--- src/rtl/pot_scan_pkg.sv ---
// Shared constants and FSM state type for the potentiometer scan scheduler.
package pot_scan_pkg;

  localparam int unsigned NUM_CH = 8;
  localparam int unsigned RES_W  = 12;
  localparam int unsigned CH_W   = $clog2(NUM_CH);

  typedef enum logic [2:0] {
    IDLE,
    START,
    GUARD,
    CONV,
    STORE
  } state_t;

endpackage

--- src/rtl/nxt_ch_sel.sv ---
// Combinational next-channel picker: lowest set mask bit, either overall (first)
// or strictly above the current channel.
module nxt_ch_sel
  import pot_scan_pkg::*;
(
  input  logic [NUM_CH-1:0] mask,
  input  logic [CH_W-1:0]   cur,
  input  logic              first,
  output logic [CH_W-1:0]   nxt,
  output logic              found
);

  logic [CH_W-1:0] idx;

  always_comb begin
    nxt   = '0;
    found = 1'b0;
    idx   = '0;
    // walk from the top down so the lowest qualifying index is written last
    for (int unsigned i = 0; i < NUM_CH; i++) begin
      idx = CH_W'(NUM_CH - 1 - i);
      if (mask[idx] && (first || (idx > cur))) begin
        nxt   = idx;
        found = 1'b1;
      end
    end
  end

endmodule

--- src/rtl/pot_scan_sched.sv ---
// Periodic A2D sweep scheduler over a masked set of channels with per-channel
// result registers. Define POT_IIR_EN to store a 1/4-weight IIR-filtered value.
module pot_scan_sched
  import pot_scan_pkg::*;
#(
  parameter logic [15:0] SCAN_PERIOD = 16'd50000
) (
  input  logic                 clk,
  input  logic                 rst,
  input  logic                 en,
  input  logic [NUM_CH-1:0]    ch_mask,
  output logic                 strt_cnv,
  output logic [CH_W-1:0]      chnnl,
  input  logic                 cnv_cmplt,
  input  logic [RES_W-1:0]     res,
  input  logic [CH_W-1:0]      rd_ch,
  output logic [RES_W-1:0]     rd_data,
  output logic [NUM_CH-1:0]    ch_vld,
  output logic                 sweep_done
);

  state_t            state;
  logic [15:0]       tmr;
  logic              pending;
  logic [CH_W-1:0]   cur;
  logic [RES_W-1:0]  val [NUM_CH];
  logic [RES_W-1:0]  store_val;
  logic [CH_W-1:0]   nxt;
  logic              found;
  logic              first_sel;
  logic              start_sweep;

  assign first_sel   = (state == IDLE);
  assign start_sweep = (state == IDLE) && en && pending && found;

  nxt_ch_sel u_nxt_ch_sel (
    .mask  (ch_mask),
    .cur   (cur),
    .first (first_sel),
    .nxt   (nxt),
    .found (found)
  );

`ifdef POT_IIR_EN
  logic signed [RES_W+1:0] diff;
  logic signed [RES_W+1:0] filt;

  always_comb begin
    diff      = $signed({2'b00, res}) - $signed({2'b00, val[cur]});
    filt      = $signed({2'b00, val[cur]}) + (diff >>> 2);
    store_val = ch_vld[cur] ? filt[RES_W-1:0] : res;
  end
`else
  assign store_val = res;
`endif

  // A fresh expiry outranks the clear so a request landing on sweep start is kept.
  always_ff @(posedge clk or posedge rst) begin
    if (rst) begin
      tmr     <= SCAN_PERIOD - 16'd1;
      pending <= 1'b0;
    end else begin
      if (tmr == '0) begin
        tmr     <= SCAN_PERIOD - 16'd1;
        pending <= 1'b1;
      end else begin
        tmr <= tmr - 16'd1;
        if (start_sweep) pending <= 1'b0;
      end
    end
  end

  always_ff @(posedge clk or posedge rst) begin
    if (rst) begin
      state      <= IDLE;
      strt_cnv   <= 1'b0;
      chnnl      <= '0;
      cur        <= '0;
      sweep_done <= 1'b0;
      ch_vld     <= '0;
      for (int unsigned i = 0; i < NUM_CH; i++) val[i] <= '0;
    end else begin
      sweep_done <= 1'b0;
      case (state)
        IDLE: begin
          if (start_sweep) begin
            cur      <= nxt;
            chnnl    <= nxt;
            strt_cnv <= 1'b1;
            state    <= START;
          end
        end
        START: begin
          strt_cnv <= 1'b0;
          state    <= GUARD;
        end
        GUARD: state <= CONV;
        CONV: begin
          if (cnv_cmplt) state <= STORE;
        end
        STORE: begin
          val[cur]    <= store_val;
          ch_vld[cur] <= 1'b1;
          if (found && en) begin
            cur      <= nxt;
            chnnl    <= nxt;
            strt_cnv <= 1'b1;
            state    <= START;
          end else begin
            sweep_done <= 1'b1;
            state      <= IDLE;
          end
        end
        default: state <= IDLE;
      endcase
    end
  end

  assign rd_data = ch_vld[rd_ch] ? val[rd_ch] : '0;

endmodule

--- config.mk ---
export PLATFORM = sky130hd
export DESIGN_NAME = pot_scan_sched
export DESIGN_NICKNAME = d
export VERILOG_FILES = /design/src/rtl/pot_scan_pkg.sv /design/src/rtl/nxt_ch_sel.sv /design/src/rtl/pot_scan_sched.sv
export SDC_FILE = /design/constraint.sdc
export NUM_CORES = 1
export LEC_CHECK = 0
export CELL_PAD_IN_SITES_DETAIL_PLACEMENT = 1
export CELL_PAD_IN_SITES_GLOBAL_PLACEMENT = 2
export CORE_MARGIN = 2
export CORE_UTILIZATION = 41
export CTS_CLUSTER_SIZE = 8
export DETAILED_ROUTE_END_ITERATION = 8
export PLACE_DENSITY_LB_ADDON = 0.1
export SYNTH_ARGS = -nofsm -noshare
export SYNTH_HDL_FRONTEND = slang
export SYNTH_SLANG_ARGS = --single-unit
export TNS_END_PERCENT = 20
--- constraint.sdc ---
create_clock -name clk -period 4.45 [get_ports clk]
set_input_delay 0.445 -clock clk [delete_from_list [all_inputs] [get_ports clk]]
set_output_delay 0.445 -clock clk [all_outputs]
set_load 0.01 [all_outputs]
==> out/qor.yml <==
cells_and_area:
  final_area_um2: 7390
  final_cells: 696
  drive_gt1_share_pct: 35.2
  num-fill-cells: 1431
  num-nets-final: 528
  area_growth_pct: 21.8
  diodes: 0
global_routing:
  grt_first_pass_wirelength_um: 23300
  grt_overflow_total: 0
  grt_pass1_vias: 4248
  grt_usage_pct: 19.0
  grt_max_degree: 76
  antenna_found_initial: 0
floorplanning:
  initial_core_util_pct: 41.9
  core_um2: 14500
  dieArea_um2: 15800
  chipWidth_um: 126
  dieHeight_um: 126
  ioPinCount: 52
  rows: 44
placement:
  dpl.hpwl_um: 8620
  gp_congestion: 0.765
  portBuffers: 51
  placed_area_um2: 6770
  place_inst: 664
sta:
  hold_viol: 0
  period_share_pct: 75.9
  worst_pin_slew_ns: 0.837
  finalClockSkew_ns: 0.00790
  min_period_ns: 3.38
  tns_ns: 0
  rsz0062_at_grt: "false"
  max_freq_mhz: 296
  slew_headroom_pct: 44.1
  maxSlewViolCount: 0
  hold_ws_ns: 0.464
  setup_violations: 0
power_and_ir_drop:
  swShare_pct: 26.8
  leakagePower_nw: 3.20
  p_int_w: 0.00329
  ir_drop_v: 0.000292
  combPwrFrac_pct: 25.6
  pwr_density_cell_nw_per_um2: 608
  p_sw_w: 0.00120
  clkPwrFrac_pct: 32.5
  seq_power_share_pct: 41.9
yosys:
  synth_cell_type_count: 49
  syn_area_per_cell_um2: 13.6
  synth_nets: 476
  ys_ff_latch: 129
  synthTopCellsByArea: "dfrtp_1 (50%), mux2_2 (18%), mux4_2 (9.7%)"
  synth_top_area_share_pct: 49.5
  ys_top_cells_by_count: "dfrtp_1 (120), mux2_2 (98), nor2_1 (34), mux4_2 (26), nand2_1 (21)"
  async_reset_ff_share_pct: 100
  ys_warn_count: 0
  syn-cell-area_um2: 6060
  synth_top_cell_by_area: "dfrtp_1"
  synth-edff-count: 0
  ys.flop_type: "dfrtp_1"
  synth_most_common_cell: "dfrtp_1"
  synth_seq_area_share_pct: 53.4
  synth_cells: 447
critical_path:
  path_cells: "clkdlybuf4s50_1 > mux4_2 > mux2i_1 > buf_4 > nor2_1 > clkdlybuf4s50_1"
  slowest_delay_ns: 0.94
  cp-end-kind: "output port"
  cp.arrival_ns: 2.93
  start_kind: "input port"
  path_max_fanout: 12
  critical_path.top_delay_family: "buffers and inverters"
  r2r_setup_slack_ns: 1.99
  path_class: "in -> out"
  crit_buf_inv: 3
  crit_slowest_cell: "clkdlybuf4s50_1"
  required_ns: 4.01
  crit_path_frequent_cell: "clkdlybuf4s50_1"
clock_tree:
  cts_setup_buffers: 0
  cts-root-buf: "clkbuf_16"
  htreeDepth: 4
  clockBufferDepth: 2
  numCtsBuffers: 17
  ctsHoldBuffers: 0
  cts_resized: 0
  clock_sink_count: 129
  tritoncts: "built"
  cts.clk_slew.worst_paths_ns: 0.05
  clock_latency_ns: 0.42
drt:
  wl_per_cell_um: 19.6
  drcViolationCount: 0
  vias_per_cell: 5.46
  antenna_left: 0
  vias: 3798
  wirelength_um: 13600
  first_pass_iters: 4
  drt_iter0_drc: 134
job:
  max_cap_violations: 0
run_status:
  status: "completed"
worst_hold_path:
  worstHoldPathType: "reg -> reg"
## metal layers
metal	up-vias	wire [um]	part of all wire, %	track usage (%)
li1	1736	-	-	-
met1	1991	6370	47	24.7
met2	57	6690	49	31.4
met3	14	424	3.1	5.01
met4	0	158	1.2	5.69
met5	-	0	0	0
## cells in the final DEF (no fill, tap or decap), types with 2 or more instances in the layout
cell type and n:
a211oi_1 3, clkbuf_16 17, mux2_2 98, dfstp_2 9, clkbuf_1 2, clkdlybuf4s50_1 51
o21ai_0 4, nor2_1 34, buf_12 2, clkinvlp_4 2, clkbuf_8 2, bufinv_16 4
nor2b_1 5, a21oi_1 8, a31oi_1 6, mux4_2 26, nand2_1 21, and3_1 5
nand3_1 3, mux2i_1 13, nand2b_1 10, o22ai_1 4, clkinv_2 5, nor3_1 6
buf_4 4, xor2_1 5, dfrtp_1 120, xnor2_1 5, inv_1 8, ha_1 2
or2_2 3, o211ai_1 2
## state kept, by name, indices dropped and copies added, names as in the netlist
name	cells
sweep_done	1
cur	3
val	96
strt_cnv	1
ch_vld	8
tmr	16
pending	1
state	3
## power groups by stage
stage                     clock network (W)  registers (W)  logic, W
after floorplan                           0        0.00180  0.000842
after global placement                    0        0.00188   0.00112
after detailed placement                  0        0.00190   0.00116
after CTS                           0.00150        0.00189   0.00117
after global routing                0.00156        0.00195   0.00126
final                               0.00146        0.00188   0.00115
## final timing paths
check	startpoint	to	cells after the start
min in group asynchronous	rst	ch_vld[4]$_DFFE_PP0P_	2
worst min register to register	tmr[0]$_DFF_PP1_	tmr[0]$_DFF_PP1_	1
worst max-delay path	rd_ch[1]	rd_data[10]	6
max in group asynchronous	rst	tmr[8]$_DFF_PP1_	3
worst max register to register	state[0]$_DFFE_PP0P_	val[52]$_DFFE_PP0P_	5
worst min-delay path	tmr[0]$_DFF_PP1_	tmr[0]$_DFF_PP1_	1
## cell type report
class | count | area (um^2) | share of cell area [%]
timing repair buffer | 57 | 581 | 7.86
sequential | 129 | 3240 | 43.8
clock inverter | 11 | 160 | 2.17
multi-input combinational | 285 | 2680 | 36.3
inverter | 9 | 36.3 | 0.491
clock buffer | 21 | 460 | 6.23
tap | 184 | 230 | 3.12
## per-stage QoR
step           total power, W  util, %  setup WS, ns
2_1_floorplan         0.00264        -         0.579
3_3_place_gp          0.00300     46.8          1.08
3_5_place_dp          0.00306     46.8          1.07
4_1_cts               0.00456     51.0          1.06
5_1_grt               0.00476     51.0         0.959
6_report              0.00450     51.0          1.07
## cells by family after synthesis
group                    synth area share (%)
AO/OA/AOI/OAI                            3.78
flip-flops                               53.4
XOR/XNOR                                 1.44
multiplexers                             30.0
AND/OR/NAND/NOR                          8.60
buffers and inverters                    2.35
adder cells (fa/ha/maj)                 0.413
(Power assumes the default switching activity.)
